## src/rtl/clint.sv

```systemverilog
`default_nettype none
// ============================================================================
// Module      : clint
// Description : Core-local interrupt/exception sequencer. Detects ECALL,
//               EBREAK, MRET and the qualified timer interrupt in ID, stalls
//               the pipeline, writes MEPC/MCAUSE/MSTATUS through the csr_regs
//               clint port and issues a one-cycle redirect.
// Revision    : 1.0 - initial release
// ============================================================================
module clint #(
    parameter logic [63:0] ECALL_CAUSE  = 64'd11,
    parameter logic [63:0] EBREAK_CAUSE = 64'd3,
    parameter logic [63:0] TIMER_CAUSE  = 64'h8000_0000_0000_0007
) (
    input  logic        clk,
    input  logic        rst,
    input  logic [31:0] inst_i,
    input  logic [63:0] inst_addr_i,
    input  logic        jump_flag_i,
    input  logic [63:0] jump_addr_i,
    input  logic        timer_irq_i,
    input  logic        global_int_en_i,
    input  logic [63:0] csr_mtvec_i,
    input  logic [63:0] csr_mepc_i,
    input  logic [63:0] csr_mstatus_i,
    output logic        we_o,
    output logic [63:0] waddr_o,
    output logic [63:0] data_o,
    output logic        hold_flag_o,
    output logic        int_assert_o,
    output logic [63:0] int_addr_o
);

    localparam logic [31:0] c_inst_ecall  = 32'h0000_0073;
    localparam logic [31:0] c_inst_ebreak = 32'h0010_0073;
    localparam logic [31:0] c_inst_mret   = 32'h3020_0073;

    localparam logic [11:0] c_csr_mstatus = 12'h300;
    localparam logic [11:0] c_csr_mepc    = 12'h341;
    localparam logic [11:0] c_csr_mcause  = 12'h342;

    localparam logic [2:0] c_st_idle      = 3'd0;
    localparam logic [2:0] c_st_w_mepc    = 3'd1;
    localparam logic [2:0] c_st_w_mcause  = 3'd2;
    localparam logic [2:0] c_st_w_mstatus = 3'd3;
    localparam logic [2:0] c_st_w_mret    = 3'd4;
    localparam logic [2:0] c_st_assert    = 3'd5;

    logic [2:0]  r_state;
    logic [2:0]  w_next_state;
    logic [63:0] r_cause;
    logic [63:0] r_epc;
    logic [63:0] r_int_addr;

    logic w_idle;
    logic w_is_ecall;
    logic w_is_ebreak;
    logic w_is_sync;
    logic w_is_mret;
    logic w_timer;
    logic w_take_trap;
    logic w_take_mret;

    assign w_idle      = (r_state == c_st_idle);
    assign w_is_ecall  = (inst_i == c_inst_ecall);
    assign w_is_ebreak = (inst_i == c_inst_ebreak);
    assign w_is_sync   = w_is_ecall | w_is_ebreak;
    assign w_is_mret   = (inst_i == c_inst_mret);
    assign w_timer     = timer_irq_i & global_int_en_i;

    // Priority: synchronous exception > MRET > timer interrupt.
    assign w_take_trap = w_idle & (w_is_sync | (w_timer & ~w_is_mret));
    assign w_take_mret = w_idle & w_is_mret & ~w_is_sync;

    always_comb begin
        w_next_state = r_state;
        case (r_state)
            c_st_idle: begin
                if (w_take_trap) begin
                    w_next_state = c_st_w_mepc;
                end else if (w_take_mret) begin
                    w_next_state = c_st_w_mret;
                end
            end
            c_st_w_mepc:    w_next_state = c_st_w_mcause;
            c_st_w_mcause:  w_next_state = c_st_w_mstatus;
            c_st_w_mstatus: w_next_state = c_st_assert;
            c_st_w_mret:    w_next_state = c_st_assert;
            c_st_assert:    w_next_state = c_st_idle;
            default:        w_next_state = c_st_idle;
        endcase
    end

    always_ff @(posedge clk) begin
        if (rst) begin
            r_state    <= c_st_idle;
            r_cause    <= 64'd0;
            r_epc      <= 64'd0;
            r_int_addr <= 64'd0;
        end else begin
            r_state <= w_next_state;
            if (w_take_trap) begin
                if (w_is_ecall) begin
                    r_cause <= ECALL_CAUSE;
                    r_epc   <= inst_addr_i;
                end else if (w_is_ebreak) begin
                    r_cause <= EBREAK_CAUSE;
                    r_epc   <= inst_addr_i;
                end else begin
                    // An interrupt must resume at the EX redirect target if one is in flight.
                    r_cause <= TIMER_CAUSE;
                    r_epc   <= jump_flag_i ? jump_addr_i : inst_addr_i;
                end
            end
            if (r_state == c_st_w_mstatus) begin
                r_int_addr <= csr_mtvec_i;
            end else if (r_state == c_st_w_mret) begin
                r_int_addr <= csr_mepc_i;
            end
        end
    end

    always_comb begin
        we_o         = 1'b0;
        waddr_o      = 64'd0;
        data_o       = 64'd0;
        int_assert_o = 1'b0;
        int_addr_o   = 64'd0;
        if (!rst) begin
            case (r_state)
                c_st_w_mepc: begin
                    we_o    = 1'b1;
                    waddr_o = {52'd0, c_csr_mepc};
                    data_o  = r_epc;
                end
                c_st_w_mcause: begin
                    we_o    = 1'b1;
                    waddr_o = {52'd0, c_csr_mcause};
                    data_o  = r_cause;
                end
                c_st_w_mstatus: begin
                    // MPIE <= MIE, MIE <= 0
                    we_o    = 1'b1;
                    waddr_o = {52'd0, c_csr_mstatus};
                    data_o  = {csr_mstatus_i[63:8], csr_mstatus_i[3],
                               csr_mstatus_i[6:4], 1'b0, csr_mstatus_i[2:0]};
                end
                c_st_w_mret: begin
                    // MIE <= MPIE, MPIE <= 1
                    we_o    = 1'b1;
                    waddr_o = {52'd0, c_csr_mstatus};
                    data_o  = {csr_mstatus_i[63:8], 1'b1,
                               csr_mstatus_i[6:4], csr_mstatus_i[7], csr_mstatus_i[2:0]};
                end
                c_st_assert: begin
                    int_assert_o = 1'b1;
                    int_addr_o   = r_int_addr;
                end
                default: begin
                end
            endcase
        end
    end

    assign hold_flag_o = ~rst & (~w_idle | w_take_trap | w_take_mret);

endmodule
`default_nettype wire

```

## config.mk

```make
export PLATFORM = sky130hd
export DESIGN_NAME = clint
export DESIGN_NICKNAME = d
export VERILOG_FILES = /design/src/rtl/clint.sv
export SDC_FILE = /design/constraint.sdc
export NUM_CORES = 1
export LEC_CHECK = 0
export ABC_AREA = 1
export CORE_AREA = 10 10 207 209
export DETAILED_ROUTE_END_ITERATION = 8
export DIE_AREA = 0 0 217 219
export PLACE_DENSITY = 0.63
export SYNTH_ARGS = -nofsm -noshare
export SYNTH_HDL_FRONTEND = slang
export SYNTH_SLANG_ARGS = --single-unit
```

## constraint.sdc

```tcl
create_clock -name clk -period 2.11 [get_ports clk]
set_clock_uncertainty 0.2 [all_clocks]
set_input_delay 0.3165 -clock clk [delete_from_list [all_inputs] [get_ports clk]]
set_output_delay 0.3165 -clock clk [all_outputs]
set_load 0.02 [all_outputs]
```

==> flow_metrics.env <==
export IMPL_async_flop_share_pct=0
export IMPL_worst_pin_slew_ps=844
export IMPL_wl_per_cell_um=18.0
export IMPL_num_rows=72
export IMPL_synth_area_leader_cell="dfxtp_1"
export IMPL_drt_initial_drc_count=739
export IMPL_setup_viol=135
export IMPL_start_util_pct=24.2
export IMPL_dp_hpwl_um=34000
export IMPL_synthTopCellsByArea="dfxtp_1, nand2_1, inv_1"
export IMPL_fin_crit_sh_pct=117
export IMPL_antenna_found_initial=4
export IMPL_io_buffers=492
export IMPL_synth_area_mm2=0.00932
export IMPL_yosys_area_top_type_share_pct=28.8
export IMPL_ant_nets=0
export IMPL_path_delay_family="buffers and inverters"
export IMPL_die_area_mm2=0.0475
export IMPL_clockRootBuffer="clkbuf_16"
export IMPL_hold_viol=0
export IMPL_power_frac_seq_pct=20.7
export IMPL_max_vdd_ir_drop_mv=0.762
export IMPL_r2r_setup_slack_ps=110
export IMPL_p_per_area_mw_per_mm2=1080
export IMPL_grt_pass1_wl_um=68700
export IMPL_layout_setup_ws_ps=-359
export IMPL_arrival_ps=1950
export IMPL_failed_checks="negative setup slack"
export IMPL_crit_slowest_cell="dfxtp_4"
export IMPL_synth_seq_cells=134
export IMPL_p_comb_share_pct=60.9
export IMPL_syn2layout_area_growth_pct=91.0
export IMPL_fmax_mhz=405
export IMPL_status="finished with violations"
export IMPL_crit_top_cell="buf_6"
export IMPL_num_io_pins=552
export IMPL_worst_path_max_fanout=5
export IMPL_grt_start_max_net_pins=65
export IMPL_ctsHoldBuffers=0
export IMPL_synth_cells=1642
export IMPL_avgSynthCellArea_um2=5.67
export IMPL_pre_cts_slack_ps=-546
export IMPL_drive_gt1_share_pct=24.2
export IMPL_internal_power_w=0.0109
export IMPL_drt_total_wl_um=48600
export IMPL_slew_headroom_pct=43.7
export IMPL_die_w_um=217
export IMPL_viasPerCell=4.49
export IMPL_path_class="flip-flop to output port"
export IMPL_swShare_pct=43.4
export IMPL_cap_viol_max_count=0
export IMPL_core_area_mm2=0.0386
export IMPL_path_clk_slew_ps=60
export IMPL_ys_seq_area_share_pct=28.8
export IMPL_nets=2519
export IMPL_hold_start="inst_i[7]"
export IMPL_dr_total_vias=12115
export IMPL_cts_sinks=134
export IMPL_cts_buffers=17
export IMPL_synth_distinct_cells=25
export IMPL_crit_buf_inv=5
export IMPL_endpoint_kind="output port"
export IMPL_clockPowerShare_pct=18.4
export IMPL_worstPathCellList="buf_6, nand3_4, nand2_8, buf_16, buf_6, buf_6, a221oi_2, nor2_1, buf_4"
export IMPL_slowest_delay_ps=360
export IMPL_drcViolationCount=0
export IMPL_p_sw_w=0.00833
export IMPL_grt_pass1_vias=11754
export IMPL_rsz0062_at_grt="yes"
export IMPL_cts_buffer_depth=2
export IMPL_crit_start="r_state[1]$_SDFFE_PP0P_"
export IMPL_synth_top_cells_by_count="nand2_1, inv_1, nor2_1"
export IMPL_min_path_type="primary input to flip-flop"
export IMPL_r2r_start="r_state[2]$_SDFFE_PP0P_"
export IMPL_gp_congestion=0.877
export IMPL_min_period_ps=2470
export IMPL_drv_slew=0
export IMPL_critPathLaunchType="flip-flop"
export IMPL_grtUsageTotal_pct=18.4
export IMPL_htree_levels=4
export IMPL_dr_pass1_iters=5
export IMPL_finalPower_w=0.0192
export IMPL_yosys_most_used_dff="dfxtp_1"
export IMPL_globalRouteOverflowTotal=0
export IMPL_utilization_pct=46.2
export IMPL_p_leak_nw=8.38
export IMPL_ys_warn_count=0
export IMPL_die_h_um=219
export IMPL_cp_data_required_time_ps=1590
export IMPL_clock_latency_ps=430
export IMPL_synth_edf_count=0
export IMPL_fin_setup_tns_ps=-31700
export IMPL_yosysMostFrequentCell="nand2_1"
export IMPL_tritoncts="done"
per-stage QoR:
stage	hold WS, ps	instances	cell area (µm²)
2_1_floorplan	186	1700	9550
3_3_place_gp	246	2599	14800
3_5_place_dp	250	2599	14800
4_1_cts	210	2672	16200
5_1_grt	235	2695	17800
6_report	223	2696	17800
path summary, 6_finish.rpt:
kind                                              endpoint  cells past startpoint
worst max-delay path                             data_o[1]                      9
worst max register to register  r_int_addr[2]$_SDFFE_PP0N_                     10
worst min-delay path               r_cause[3]$_SDFFE_PP0P_                      8
worst min register to register     r_cause[3]$_SDFFE_PP0P_                      2
layer usage:
metal / vias up / global-route usage, % / wire (µm)
met5: - / 0 / 20
met4: 2 / 5.73 / 1390
met3: 68 / 5.71 / 3830
met2: 511 / 31.7 / 23900
met1: 5573 / 21.3 / 19400
li1: 5961 / - / -
registers in the layout, summed over array words and instances (netlist names):
name        count
r_cause         3
r_epc          64
r_int_addr     64
r_state         3
cell type report:
class | instances | area (µm²)
clock inverter | 10 | 190
fill | 3928 | 20800
tap | 518 | 648
timing repair buffer | 624 | 6820
antenna | 3 | 7.51
sequential | 134 | 2690
inverter | 292 | 1120
clock buffer | 22 | 494
multi-input combinational | 1093 | 5830
layout by cell type, fill, tap and decap left out, types with 6 or more instances in the layout:
cell type / n
nand2_1: 344
clkdlybuf4s50_1: 328
inv_1: 262
nor2_1: 206
buf_6: 160
dfxtp_1: 131
nor2_4: 70
nand3_1: 67
nand4_1: 65
o21ai_0: 65
a31oi_1: 65
buf_4: 63
conb_1: 59
nand2_2: 47
o21ai_2: 33
inv_2: 24
buf_12: 24
o21ai_1: 22
clkbuf_16: 22
nand2_4: 21
dlymetal6s2s_1: 17
dlygate4sd2_1: 11
buf_16: 7
buf_8: 7
nor2_2: 6
clkbuf_8: 6
worst min-delay path, delay by kind of cell:
kind | cells | cell delay [ps]
AO/OA/AOI/OAI | 1 | 60
AND/OR/NAND/NOR | 5 | 300
buffers and inverters | 2 | 120
cells by family (layout without fill, tap and decap cells):
family / after synthesis / in the layout / share of synthesized area (%)
and+or+nand+nor: 832 / 832 / 36.4
AOI/OAI and AO/OA: 202 / 202 / 12.0
DFF: 134 / 134 / 28.8
buffers and inverters: 473 / 948 / 22.7
other: 1 / 62 / 0.0402
timing repair:
item                                    4_1_cts  5_1_grt
pin swaps                                    15       15
buffers inserted                             36       19
resized for setup                           790      439
endpoints found under the hold margin         0        0
endpoints found under the setup margin      165      241
gates cloned                                  6        8
power by group through the flow:
stage / logic [W] / registers [W] / clock network, W
after floorplan: 0.00480 / 0.00382 / 0
after global placement: 0.00811 / 0.00392 / 0
after detailed placement: 0.00817 / 0.00396 / 0
after CTS: 0.0102 / 0.00392 / 0.00362
after global routing: 0.0127 / 0.00405 / 0.00370
final: 0.0117 / 0.00397 / 0.00353
Power figures use the tool's default switching activity.
